$ cat src/rtl/cpu_pkg.sv
// Constants shared by the control unit, datapath and instruction-fetch stage.
// Holds bus widths, opcode values and the prog_mem_fetch state encoding.
package cpu_pkg;

  localparam int CPU_AW    = 4;
  localparam int CPU_DW    = 8;
  localparam int CPU_DEPTH = 1 << CPU_AW;

  localparam logic [3:0]        OP_NOP    = 4'h0;
  localparam logic [3:0]        OP_MISC   = 4'hF;
  localparam logic [CPU_DW-1:0] HALT_WORD = 8'hF2;

  localparam logic [1:0] ST_CLEAR = 2'd0;
  localparam logic [1:0] ST_IDLE  = 2'd1;
  localparam logic [1:0] ST_LOAD  = 2'd2;

endpackage

$ cat src/rtl/prog_mem_array.sv
// Program store: synchronous write, registered read, one port of each kind.
// The read register only updates when a read is requested, so it holds otherwise.
module prog_mem_array #(
  parameter int DEPTH = 16,
  parameter int AW    = 4,
  parameter int DW    = 8
) (
  input  logic          clk_ctrl,
  input  logic          i_we,
  input  logic [AW-1:0] i_waddr,
  input  logic [DW-1:0] i_wdata,
  input  logic          i_re,
  input  logic [AW-1:0] i_raddr,
  output logic [DW-1:0] o_rdata
);

  logic [DW-1:0] r_mem [DEPTH];
  logic [DW-1:0] r_rdata;

  always_ff @(posedge clk_ctrl) begin
    if (i_we) begin
      r_mem[i_waddr] <= i_wdata;
    end
    if (i_re) begin
      r_rdata <= r_mem[i_raddr];
    end
  end

  assign o_rdata = r_rdata;

endmodule

$ cat src/rtl/prog_mem_fetch.sv
// Program memory + fetch stage: clears to NOP after reset, byte-serial loader, 1-cycle fetch.
// Define PROG_MEM_FETCH_CHECKSUM_EN to add the load_csum output.
module prog_mem_fetch
  import cpu_pkg::*;
#(
  parameter int             DEPTH    = CPU_DEPTH,
  parameter int             AW       = CPU_AW,
  parameter int             DW       = CPU_DW,
  parameter logic [DW-1:0]  CLR_WORD = 8'h00
) (
  input  logic          clk_ctrl,
  input  logic          rst_ctrl,
  input  logic [AW-1:0] pc_in,
  input  logic          fetch_req,
  output logic [DW-1:0] instr_out,
  output logic          instr_valid,
  input  logic          load_en,
  input  logic          load_valid,
  input  logic [DW-1:0] load_data,
  output logic          load_ready,
  output logic          load_done,
  output logic [AW:0]   load_count,
  output logic          busy,
  output logic          fetch_err
`ifdef PROG_MEM_FETCH_CHECKSUM_EN
  ,
  output logic [DW-1:0] load_csum
`endif
);

  logic [1:0]    r_state;
  logic [AW-1:0] r_clr_addr;
  logic [AW:0]   r_wr_cnt;
  logic          r_have_data;
  logic          r_instr_valid;
  logic          r_load_done;
  logic [AW:0]   r_load_count;
  logic          r_fetch_err;

  logic          w_clearing;
  logic          w_load_ready;
  logic          w_load_wr;
  logic          w_fetch_ok;
  logic          w_we;
  logic [AW-1:0] w_waddr;
  logic [DW-1:0] w_wdata;
  logic [DW-1:0] w_rdata;

  assign w_clearing   = (r_state == ST_CLEAR);
  // A byte offered in the cycle load_en drops is not accepted.
  assign w_load_ready = (r_state == ST_LOAD) && load_en && (r_wr_cnt < (AW+1)'(DEPTH));
  assign w_load_wr    = w_load_ready && load_valid;
  assign w_fetch_ok   = (r_state == ST_IDLE) && fetch_req && !load_en;

  assign w_we    = w_clearing || w_load_wr;
  assign w_waddr = w_clearing ? r_clr_addr : r_wr_cnt[AW-1:0];
  assign w_wdata = w_clearing ? CLR_WORD : load_data;

  prog_mem_array #(
    .DEPTH (DEPTH),
    .AW    (AW),
    .DW    (DW)
  ) u_array (
    .clk_ctrl (clk_ctrl),
    .i_we     (w_we),
    .i_waddr  (w_waddr),
    .i_wdata  (w_wdata),
    .i_re     (w_fetch_ok),
    .i_raddr  (pc_in),
    .o_rdata  (w_rdata)
  );

  always_ff @(posedge clk_ctrl or posedge rst_ctrl) begin
    if (rst_ctrl) begin
      r_state       <= ST_CLEAR;
      r_clr_addr    <= '0;
      r_wr_cnt      <= '0;
      r_have_data   <= 1'b0;
      r_instr_valid <= 1'b0;
      r_load_done   <= 1'b0;
      r_load_count  <= '0;
      r_fetch_err   <= 1'b0;
    end else begin
      r_instr_valid <= w_fetch_ok;
      r_fetch_err   <= fetch_req && !w_fetch_ok;
      r_load_done   <= 1'b0;
      if (w_fetch_ok) begin
        r_have_data <= 1'b1;
      end
      case (r_state)
        ST_CLEAR: begin
          r_clr_addr <= r_clr_addr + 1'b1;
          if (r_clr_addr == AW'(DEPTH - 1)) begin
            r_state <= ST_IDLE;
          end
        end
        ST_IDLE: begin
          if (load_en) begin
            r_state  <= ST_LOAD;
            r_wr_cnt <= '0;
          end
        end
        ST_LOAD: begin
          if (!load_en) begin
            r_state      <= ST_IDLE;
            r_load_done  <= 1'b1;
            r_load_count <= r_wr_cnt;
          end else if (w_load_wr) begin
            r_wr_cnt <= r_wr_cnt + 1'b1;
          end
        end
        default: r_state <= ST_CLEAR;
      endcase
    end
  end

`ifdef PROG_MEM_FETCH_CHECKSUM_EN
  logic [DW-1:0] r_csum;

  always_ff @(posedge clk_ctrl or posedge rst_ctrl) begin
    if (rst_ctrl) begin
      r_csum <= '0;
    end else if (r_state == ST_IDLE && load_en) begin
      r_csum <= '0;
    end else if (w_load_wr) begin
      r_csum <= r_csum + load_data;
    end
  end

  assign load_csum = r_csum;
`endif

  // The read register is not reset, so show the NOP fill until a real fetch lands.
  assign instr_out   = r_have_data ? w_rdata : CLR_WORD;
  assign instr_valid = r_instr_valid;
  assign load_ready  = w_load_ready;
  assign load_done   = r_load_done;
  assign load_count  = r_load_count;
  assign busy        = (r_state != ST_IDLE);
  assign fetch_err   = r_fetch_err;

endmodule

$ cat config.mk
export PLATFORM = sky130hd
export DESIGN_NAME = prog_mem_fetch
export DESIGN_NICKNAME = d
export VERILOG_FILES = /design/src/rtl/cpu_pkg.sv /design/src/rtl/prog_mem_array.sv /design/src/rtl/prog_mem_fetch.sv
export SDC_FILE = /design/constraint.sdc
export NUM_CORES = 1
export LEC_CHECK = 0
export BUFFER_PORTS_ARGS = -buffer_cell sky130_fd_sc_hd__buf_2
export CAP_MARGIN = 5
export CORE_MARGIN = 2
export CORE_UTILIZATION = 30
export DETAILED_ROUTE_END_ITERATION = 16
export GPL_TIMING_DRIVEN = 1
export PLACE_DENSITY = 0.57
export SYNTH_ARGS = -nofsm -noshare
export SYNTH_HDL_FRONTEND = slang
export SYNTH_SLANG_ARGS = --single-unit
$ cat constraint.sdc
create_clock -name clk_ctrl -period 2.6 [get_ports clk_ctrl]
set_clock_uncertainty 0.05 [all_clocks]
set_input_delay 0.26 -clock clk_ctrl [delete_from_list [all_inputs] [get_ports clk_ctrl]]
set_output_delay 0.26 -clock clk_ctrl [all_outputs]
set_load 0.05 [all_outputs]
## After elaboration in Yosys (flattened, before gate mapping)

Memories as Yosys holds them, arrays and structs flattened. A register that Yosys moved wholly into a read port is not among the register bits.
Cells that the tools add are included.

- Add/sub/neg operators: 2
- Order comparisons: 1
- Equality and inequality tests: 9
- Multiplexer cells: 15
- Bitwise logic cells: 1
- Reduce and logical (&&, ||, !) cells: 14

Operator list:

| cell | count |
|---|---|
| 8-bit 2-to-1 mux | 2 |
| 5-bit 2-to-1 mux | 3 |
| 5-bit case mux with 2 select lines | 1 |
| 2-bit inequality test, second input constant | 4 |
| 1-bit logical AND | 6 |
| 2-bit 2-to-1 mux | 3 |
| 2-bit case mux with 3 select lines | 1 |
| 5-bit by 1-bit adder with 5-bit output, second input constant | 1 |
| 5-bit less-than comparator, second input constant | 1 |
| 4-bit by 1-bit adder with 4-bit output, second input constant | 1 |
| 4-bit equality test, second input constant | 1 |
| 1-bit 2-to-1 mux | 4 |
| 4-bit 2-to-1 mux | 1 |
| 2-bit by 1-bit inequality test with 1-bit output, second input constant | 2 |
| 4-bit AND reduction | 1 |
| 3-bit AND reduction | 1 |
| 2-bit by 1-bit equality test with 1-bit output, second input constant | 1 |
| 2-bit equality test, second input constant | 1 |
| 1-bit logical NOT | 2 |
| 2-bit logical NOT | 1 |
| 2-bit AND reduction | 1 |
| 2-bit nonzero test | 1 |
| 1-bit logical OR | 1 |
| 1-bit inverter | 1 |

- Register bits after elaboration: 20
- RAM bits: 128
- Input port bits: 17
- Output and inout bits: 18
- Logic and storage cells: 51
- Memories kept: 1

Memory list:

| name | words | bits a word | read ports | clocked after memory_dff | write ports | RTL line | text |
|---|---|---|---|---|---|---|---|
| u_array.r_mem | 16 | 8 | 1 | 1 | 1 | prog_mem_array.sv:17 | `logic [DW-1:0] r_mem [DEPTH];` |

## Longest topological paths before layout

Gate-level depths: netlist of the first run.

- Depth in word-level cells: 7
- Gate-level depth with buffers: 6
- Mapped depth without buffers: 4

## Modules after synthesis

From an unflattened synthesis of the first run, not the netlist that was laid out.

- Cell total of the unflattened synthesis: 337
- Area total of the unflattened synthesis: 6336.1 um^2

Modules (own cells, without submodules):

| module | times used | cells an instance | area each (um^2) | sequential area each (um^2) |
|---|---|---|---|---|
| prog_mem_array | 1 | 229 | 5227.5 | 4083.9 |
| prog_mem_fetch | 1 | 108 | 1108.6 | 500.5 |

## Least setup slack after synthesis of the first run

OpenSTA, ideal clock, no wires.

- Kind: register to output
- From: register r_state[0]
- To: output load_ready
- Data arrival time: 1.869 ns
- Required time: 2.290 ns
- Setup slack: 0.421 ns
- Cell stages (with the launch flop): 4
- Buffers on the path: 1
- Cells stage by stage: dfrtp_1 -> buf_2 -> nand2b_1 -> nor3b_1

- Word-level cells in the longest chain between the ends: 3

Ends and longest elaborated chain:

| item | RTL line | text |
|---|---|---|
| start, declared | prog_mem_fetch.sv:31 | `logic [1:0] r_state;` |
| start signal, assigned | prog_mem_fetch.sv:75 | `r_state <= ST_CLEAR;` |
| start signal, assigned | prog_mem_fetch.sv:94 | `r_state <= ST_IDLE;` |
| start signal, assigned | prog_mem_fetch.sv:99 | `r_state <= ST_LOAD;` |
| 2-bit equality test | prog_mem_fetch.sv:51 | `assign w_load_ready = (r_state == ST_LOAD) && load_en && (r_wr_cnt < (AW+1)'(DEPTH));` |
| 1-bit logical AND (2 in series) | prog_mem_fetch.sv:51 |  |
| end, declared | prog_mem_fetch.sv:20 | `output logic load_ready,` |

Every way passes these cells.

## Worst setup path after layout of the first run

- From: register r_state[0]
- To: register u_array.r_rdata[1] (netlist: u_array.o_rdata[1]) (read register of u_array.r_mem), enable pin

- Word-level cells in the longest chain between the ends: 3

Ends and longest elaborated chain:

| item | RTL line | text |
|---|---|---|
| 2-bit by 1-bit equality test with 1-bit output | prog_mem_fetch.sv:53 | `assign w_fetch_ok = (r_state == ST_IDLE) && fetch_req && !load_en;` |
| 1-bit logical AND (2 in series) | prog_mem_fetch.sv:53 |  |
| named net u_array.i_re | prog_mem_array.sv:12 | `input logic i_re,` |
| end, declared | prog_mem_array.sv:18 | `logic [DW-1:0] r_rdata;` |

The timed path passes the listed nets, and every way through them passes these cells.
A chain may end at the register's enable or synchronous reset.

==> impl_metrics.tcl, run 1 <==
set metrics [dict create \
    run_status "finished, final reports clean" \
    cp_slowest_cell "dfrtp_1" \
    fin_setup_tns_ns 0 \
    postCtsSetupRepairBufs 0 \
    ios 35 \
    yosys.area_share.simple_pct 6.91 \
    timing.rr.start "r_state[0]$_DFFE_PP0P_" \
    h-tree-depth 4 \
    setup_violations 0 \
    clkTransAtPathRegs_ns 0.06 \
    antennaDiodeCount 0 \
    fp.dieArea_um2 22400 \
    path_class "reg -> reg" \
    grt_pass1_wl_um 20100 \
    synth-warning-count 0 \
    grt.overflow.total 0 \
    fin_cells 677 \
    fp.dieW_um 150 \
    root_buffer "clkbuf_16" \
    finalNetCount 409 \
    cts_resized 0 \
    start_kind "flip-flop" \
    max_freq_ghz 0.442 \
    dp_slack_ns 0.354 \
    startpoint "r_state[0]$_DFFE_PP0P_" \
    critPathMaxStageDelay_ns 0.57 \
    vias 3244 \
    initial_core_util_pct 30.4 \
    regArea_um2 4580 \
    syn_nets 357 \
    worst_slew_pin_slew_ns 0.761 \
    drv_slew 0 \
    syn_inst 338 \
    syn_to_final_growth_pct 16.9 \
    io_buffers 34 \
    routed_wl_um 12800 \
    synthFlopType "edfxtp_1" \
    drt_iter0_drc 366 \
    fin_hold_ws_ns 0.0417 \
    grt_setup_unrepaired "false" \
    p_per_area_nw_per_um2 1040 \
    synthMuxAreaShare_pct 13.5 \
    cp_max_fo 14 \
    track_usage_pct 12.3 \
    multi_input_area_um2 1630 \
    drive_gt1_share_pct 25.4 \
    slew_headroom_pct 49.1 \
    async_flop_share_pct 12.8 \
    synthAdderAreaFrac_pct 0.393 \
    postSynthAreaPerCell_um2 18.8 \
    yosysSeqAreaShare_pct 72.1 \
    path_cells "buf_4, nor2b_1, inv_1, nor2_1, and2_1" \
    hold_viol 0 \
    postCtsHoldBufs 1 \
    report.power.total_w 0.00774 \
    finalCriticalPeriod_ns 2.26 \
    arrival_ns 2.28 \
    required_ns 2.62 \
    antenna_found_initial 0 \
    hpwl_um 8530 \
    ff2ff_path_depth 5 \
    cap_violations 0 \
    grt_max_degree 33 \
    rows 53 \
    route.detailed.drc 0 \
    grt_pass1_vias 3420 \
    clock_latency_ns 0.41 \
    reg2reg_slack_ns 0.34 \
    peakVddDrop_mv 0.462 \
    cts_tree "done" \
    synth_edf_count 136 \
    place_congestion 0.796 \
    cts_buffer_depth 2 \
    fillers 1972 \
    via_per_inst 4.79 \
    dp_cells 645 \
    r2r-end "u_array.o_rdata[1]$_DFFE_PP_" \
    die_h_um 150 \
    synth_top_family_by_area "multiplexers" \
    wl_per_cell_um 18.9 \
    clkSinkCount 156 \
    cp-end-kind "flip-flop" \
    final_antenna_net_count 0 \
    crit_end "u_array.o_rdata[1]$_DFFE_PP_" \
    drt_pass1_iterations 5 \
    ys_ff_latch 156 \
    cts-buffers-inserted 17 \
    yosys.area_share.xor_xnor_pct 0.413 \
    coreArea_um2 20900 \
    syn-cell-area_um2 6360 \
    hold_path.class "in -> reg" \
    synth_cell_types 47 \
    layout_setup_ws_ns 0.338 \
    fin_crit_sh_pct 87.0 \
    p_leak_nw 2.58 \
    synth_compound_area_share_pct 4.45 \
]
==> state kept, by name, summed over array words and instances, names as in the netlist <==
| register | cells |
|---|---|
| u_array.r_mem | 128 |
| u_array.o_rdata | 8 |
| load_count | 5 |
| r_wr_cnt | 5 |
| r_clr_addr | 4 |
| r_state | 2 |
| fetch_err | 1 |
| instr_valid | 1 |
| load_done | 1 |
| r_have_data | 1 |
==> critical path: cells and delay by family, from the launching register on <==
family | cells | cell delay (ns)
buffers and inverters | 2 | 0.36
flip-flops | 1 | 0.57
AND/OR/NAND/NOR | 3 | 0.94
==> area by class of cell <==
class / count / area share [%]
Sequential cell: 156 / 61.7
Multi-Input combinational cell: 158 / 22.0
Clock buffer: 19 / 5.82
Tap cell: 275 / 4.63
Timing Repair Buffer: 51 / 4.38
Clock inverter: 12 / 1.23
Inverter: 6 / 0.303
==> synth_stat cells (5+ instances only) <==
library cell / n / share of area [%]
mux4_1: 16 / 6.6
nor3_1: 12 / 0.94
nand2_1: 14 / 0.83
inv_1: 6 / 0.35
nor2_1: 7 / 0.41
a22oi_1: 16 / 1.9
edfxtp_1: 136 / 64
a31oi_1: 7 / 0.69
nor4b_1: 5 / 0.69
mux2_2: 6 / 1.1
nor2b_1: 5 / 0.49
and2_1: 18 / 1.8
dfrtp_1: 20 / 7.9
buf_2: 7 / 0.55
mux4_2: 16 / 5.7
==> cell families after synthesis <==
group / after synthesis
buf+inv: 24
flops: 156
mux: 39
xor+xnor: 3
fa+ha+maj: 2
simple gates: 76
compound gates: 38
==> per-layer routing <==
layer  track usage, %  vias up  part of all wire, %
met5                0        -                    0
met2             19.9       82                   49
li1                 -     1488                    -
met3             3.23        7                  4.2
met4             3.71        0                 0.90
met1             16.2     1667                   46
==> how the worst min path moves through the flow <==
stage | end | cells past startpoint | startpoint
after detailed placement | fetch_err$_DFF_PP0_ | 2 | rst_ctrl
final | r_have_data$_DFFE_PP0P_ | 2 | fetch_req
after global routing | r_have_data$_DFFE_PP0P_ | 2 | fetch_req
after global placement | load_done$_DFF_PP0_ | 2 | rst_ctrl
after floorplan | fetch_err$_DFF_PP0_ | 1 | rst_ctrl
after CTS | r_have_data$_DFFE_PP0P_ | 2 | fetch_req
==> where the power goes <==
group          switching, W  internal (W)  leakage [nW]
Combinational       0.00125      0.000592         0.825
Sequential         0.000223       0.00348          1.52
Clock              0.000969       0.00122         0.239
==> cell usage in the layout, fill, tap and decap left out, types with 2 or more instances in the layout <==
master and n:
and2_1 18, buf_4 14, a31oi_1 7, a21o_1 2, mux2_2 6, clkbuf_1 2
mux4_2 16, nor3_1 12, nor2_1 7, mux4_1 16, buf_12 2, nor3b_1 2
a22oi_1 16, clkinvlp_4 5, nor4b_1 5, buf_2 34, clkbuf_16 17, nand2_1 14
edfxtp_1 136, ha_1 2, inv_1 6, xnor2_1 3, inv_6 3, nor2b_1 5
o2111ai_1 2, dfrtp_1 20, clkinv_1 2, nor4_1 2, a21boi_0 2, o211ai_1 2
==> stage by stage <==
stage / cell area (um^2) / utilization (%)
final: 7430 / 35.6
after global routing: 7430 / 35.6
after CTS: 7430 / 35.6
after detailed placement: 6900 / 33.0
after global placement: 6900 / 33.0
after floorplan: 6360 / -
No activity file was read; power rests on OpenSTA's default activity.
==> run 2, diff against run 1 <==
--- a/config.mk
+++ b/config.mk
@@ -8,10 +8,11 @@
 export BUFFER_PORTS_ARGS = -buffer_cell sky130_fd_sc_hd__buf_2
 export CAP_MARGIN = 5
 export CORE_MARGIN = 2
-export CORE_UTILIZATION = 30
+export CORE_UTILIZATION = 50
+export CTS_CLUSTER_DIAMETER = 30
 export DETAILED_ROUTE_END_ITERATION = 16
-export GPL_TIMING_DRIVEN = 1
-export PLACE_DENSITY = 0.57
+export GPL_TIMING_DRIVEN = 0
+export PLACE_DENSITY = 0.79
 export SYNTH_ARGS = -nofsm -noshare
 export SYNTH_HDL_FRONTEND = slang
 export SYNTH_SLANG_ARGS = --single-unit
==> run 2 against run 1 <==
Net effect:
- the flow now finishes with violations (negative setup slack)
- fmax decreased by 17%
- non-clock buffer count grew 1
- setup slack worse by 0.46 ns
- register-to-register slack got worse by 0.46 ns
- clock-buffer cell count shrank 1
- first-iteration DRC count increased by 6.8%
- hold slack worse by 0.030 ns
==> impl_metrics.tcl, run 2 (same netlist as run 1, synthesis figures left out) <==
set metrics [dict create \
    grt_pass1_wl_um 19300 \
    top_register "u_array.r_mem" \
    layout_setup_ws_ns -0.121 \
    final_antenna_net_count 0 \
    hold_path.class "in -> reg" \
    violations "negative setup slack" \
    cp_max_fo 10 \
    final_core_utilization_pct 58.6 \
    finalCriticalPeriod_ns 2.72 \
    clock_latency_ns 0.43 \
    required_ns 2.59 \
    p_leak_nw 2.59 \
    slew_headroom_pct 23.1 \
    initial_core_util_pct 50.8 \
    clkSinkCount 156 \
    ios 35 \
    postCtsSetupRepairBufs 0 \
    place_congestion 0.767 \
    cts_buffer_depth 2 \
    cp-end-kind "flip-flop" \
    wl_per_cell_um 21.5 \
    grt_setup_unrepaired "true" \
    grt_max_degree 21 \
    fp.dieW_um 117 \
    path_class "reg -> reg" \
    h-tree-depth 4 \
    fin_crit_sh_pct 105 \
    routed_wl_um 12400 \
    syn_to_final_growth_pct 15.4 \
    root_buffer "clkbuf_16" \
    fin_hold_ws_ns 0.0118 \
    drive_gt1_share_pct 27.7 \
    largest_reg_flops 128 \
    io_buffers 33 \
    fp.dieArea_um2 13600 \
    drt_iter0_drc 391 \
    drt_pass1_iterations 5 \
    start_kind "flip-flop" \
    max_freq_ghz 0.368 \
    via_per_inst 5.79 \
    worst_slew_pin_slew_ns 1.14 \
    clkTransAtPathRegs_ns 0.06 \
    grt_pass1_vias 3441 \
    coreArea_um2 12500 \
    rows 41 \
    finalNetCount 410 \
    grt.overflow.total 0 \
    antenna_found_initial 0 \
    track_usage_pct 20.1 \
    die_h_um 117 \
    final_cell_mix "edfxtp_1, buf_2, dfrtp_1" \
    drv_slew 0 \
    hpwl_um 7960 \
    peakVddDrop_mv 0.777 \
    arrival_ns 2.71 \
    run_status "finished with violations" \
    antennaDiodeCount 0 \
    cts_tree "done" \
    layout_commonest_cell "edfxtp_1" \
    cap_violations 0 \
    hold_viol 0 \
    vias 3337 \
    cts-buffers-inserted 17 \
    setup_violations 16 \
    p_per_area_nw_per_um2 1070 \
    route.detailed.drc 0 \
]
## run 2: worst max-delay path, stage by stage, from the launching register on
cell and delay (ns):
dfrtp_1 0.35, buf_2 0.17, buf_2 0.20, nor4b_1 0.40, a31oi_1 0.19, nor3_1 0.97
## run 2: area by class of cell
type                    count  area, um^2
plain buffers              18         121
clock buffers              18         429
clock inverters            14         110
fillers                   926        5180
inverters                   6        22.5
multi-input cells         158        1680
flip-flops and latches    156        4580
well taps                 172         215
repair buffers             34         175
## run 2: per-stage QoR
stage,setup WS (ns),TNS (ns),cells,cell area (um^2),power [W]
after CTS,-0.0890,-1.44,576,7330,0.00782
after global placement,-0.0284,-0.814,543,6740,0.00540
after floorplan,0.421,0,338,6360,0.00495
after global routing,-0.358,-5.47,576,7340,0.00816
after detailed placement,-0.121,-6.45,543,6740,0.00552
final,-0.121,-1.64,576,7340,0.00782
## run 2: worst paths after layout
kind                                      startpoint  slack, ns  depth (start not counted)                            end
max                           r_state[0]$_DFFE_PP0P_      -0.12                          5  u_array.r_mem[2][6]$_DFFE_PP_
min in group asynchronous                   rst_ctrl       0.47                          3            load_done$_DFF_PP0_
min                                        fetch_req       0.01                          2        r_have_data$_DFFE_PP0P_
min reg2reg                load_count[0]$_DFFE_PP0P_       0.46                          1      load_count[0]$_DFFE_PP0P_
max in group asynchronous                   rst_ctrl       1.55                          3      r_clr_addr[2]$_DFFE_PP0P_
max reg2reg                   r_state[0]$_DFFE_PP0P_      -0.12                          5  u_array.r_mem[2][6]$_DFFE_PP_
## run 2: layer usage
metal	routed length, um	vias to the layer above	global-route usage, %	share of wire, %
met4	234	0	7.84	1.9
met3	692	23	4.33	5.6
met2	6380	132	33.1	52
li1	-	1489	-	-
met5	0	-	0	0
met1	5050	1693	26.7	41
## run 2: where the power goes
| part | switching, W | internal (W) | leakage (nW) |
|---|---|---|---|
| registers | 0.000183 | 0.00349 | 1.52 |
| logic | 0.00135 | 0.000546 | 0.812 |
| clock network | 0.00102 | 0.00124 | 0.261 |
## run 2: timing repair
item,CTS,global route
endpoints found under the setup margin,88,24
hold buffers,1,0
hold endpoints to repair,20,0
gates resized for setup,9,1
==> run 3, diff against run 2 <==
--- a/config.mk
+++ b/config.mk
@@ -9,6 +9,7 @@
 export CAP_MARGIN = 5
 export CORE_MARGIN = 2
 export CORE_UTILIZATION = 50
+export CTS_BUF_LIST = sky130_fd_sc_hd__clkbuf_2
 export CTS_CLUSTER_DIAMETER = 30
 export DETAILED_ROUTE_END_ITERATION = 16
 export GPL_TIMING_DRIVEN = 0
==> run 3 against run 2 <==
Net effect:
- the flow still finishes with violations (negative setup slack)
- final cell count rose by 0.87%
- design area fell by 4.2%
- power fell by 14%
- setup slack improved by 0.012 ns
==> impl_metrics.tcl, run 3 (same netlist as run 1, synthesis figures left out) <==
set metrics [dict create \
    track_usage_pct 19.3 \
    final_cell_mix "edfxtp_1, buf_2, dfrtp_1" \
    initial_core_util_pct 50.8 \
    rows 41 \
    report.power.total_w 0.00670 \
    violations "negative setup slack" \
    fp.dieArea_um2 13600 \
    syn_to_final_growth_pct 10.5 \
    fin_crit_sh_pct 104 \
    reg2reg_slack_ns -0.11 \
    finalNetCount 414 \
    arrival_ns 2.98 \
    finalCriticalPeriod_ns 2.71 \
    p_leak_nw 2.47 \
    slew_headroom_pct 24.1 \
    run_status "finished with violations" \
    hpwl_um 7960 \
    cp-end-kind "flip-flop" \
    routed_wl_um 11900 \
    grt_max_degree 21 \
    antenna_found_initial 1 \
    fin_setup_tns_ns -1.08 \
    fin_hold_ws_ns 0.0932 \
    route.detailed.drc 0 \
    cpMostUsedCell "buf_2" \
    p_per_area_nw_per_um2 953 \
    fin_cells 581 \
    critPathMaxStageDelay_ns 0.96 \
    clock_latency_ns 0.70 \
    layout_commonest_cell "edfxtp_1" \
    grt_pass1_wl_um 18900 \
    grt_setup_unrepaired "true" \
    io_buffers 33 \
    hold_path.class "in -> reg" \
    fp.dieW_um 117 \
    grt.overflow.total 0 \
    max_freq_ghz 0.369 \
    dp_slack_ns -0.121 \
    hold_viol 0 \
    cap_violations 0 \
    path_cells "buf_2, buf_2, nor4b_1, a31oi_1, nor3_1" \
    path_class "reg -> reg" \
    drv_slew 0 \
    coreArea_um2 12500 \
    cts_tree "done" \
    dp_cells 543 \
    place_congestion 0.767 \
    required_ns 2.87 \
    worst_slew_pin_slew_ns 1.13 \
    cts_buffer_depth 2 \
    clkTransAtPathRegs_ns 0.22 \
    die_h_um 117 \
    vias 3374 \
    start_kind "flip-flop" \
    h-tree-depth 4 \
    drive_gt1_share_pct 27.7 \
    largest_reg_flops 128 \
    cp_max_fo 10 \
    layout_setup_ws_ns -0.109 \
    peakVddDrop_mv 0.732 \
    clkSinkCount 156 \
    top_register "u_array.r_mem" \
    via_per_inst 5.81 \
    postCtsSetupRepairBufs 0 \
    root_buffer "clkbuf_2" \
    wl_per_cell_um 20.5 \
    final_antenna_net_count 0 \
    drt_iter0_drc 355 \
    drt_pass1_iterations 6 \
    cts-buffers-inserted 17 \
    cp_slowest_cell "nor3_1" \
    grt_pass1_vias 3391 \
    ios 35 \
    setup_violations 16 \
]
run 3: cell type report:
class                   count  area [um^2]
fillers                   965         5490
flip-flops and latches    156         4580
multi-input cells         158         1670
well taps                 172          215
repair buffers             38          210
plain buffers              18          121
clock inverters            14          110
clock buffers              18         90.1
inverters                   6         22.5
diodes                      1         2.50
run 3: what timing repair did:
action,4_1_cts,5_1_grt
gates resized for setup,3,5
hold buffers,3,0
hold endpoints to repair,31,0
gates cloned,0,0
setup endpoints to repair,88,57
run 3: path summary, 6_finish.rpt:
path,to,cells past startpoint,startpoint
setup / recovery,u_array.r_mem[2][6]$_DFFE_PP_,5,r_state[0]$_DFFE_PP0P_
hold / removal,u_array.o_rdata[0]$_DFFE_PP_,4,pc_in[1]
hold reg to reg,load_count[3]$_DFFE_PP0P_,1,load_count[3]$_DFFE_PP0P_
setup reg to reg,u_array.r_mem[2][6]$_DFFE_PP_,5,r_state[0]$_DFFE_PP0P_
max in group asynchronous,r_clr_addr[2]$_DFFE_PP0P_,3,rst_ctrl
min in group asynchronous,fetch_err$_DFF_PP0_,3,rst_ctrl
run 3: worst max-delay path, delay by kind of cell (launching register included):
kind            cells  cell delay [ns]
compound gates      1             0.19
buf+inv             2             0.37
flops               1             0.40
simple gates        2             1.36
run 3: power breakdown:
group	internal (W)	switching [W]
sequential	0.00348	0.000183
clock	0.000273	0.000882
combinational	0.000559	0.00132
run 3: per-layer routing:
metal  up-vias  part of all wire (%)  GRT usage (%)
li1       1497                     -              -
met1      1721                    41           26.1
met2       141                    52           32.0
met3        15                   5.8           4.07
met4         0                   1.1           5.88
met5         -                     0              0
run 3: per-stage QoR:
step	area [um^2]	utilization (%)
6_report	7030	56.1
5_1_grt	7030	56.1
4_1_cts	6990	55.8
3_5_place_dp	6740	53.8
3_3_place_gp	6740	53.8
2_1_floorplan	6360	-
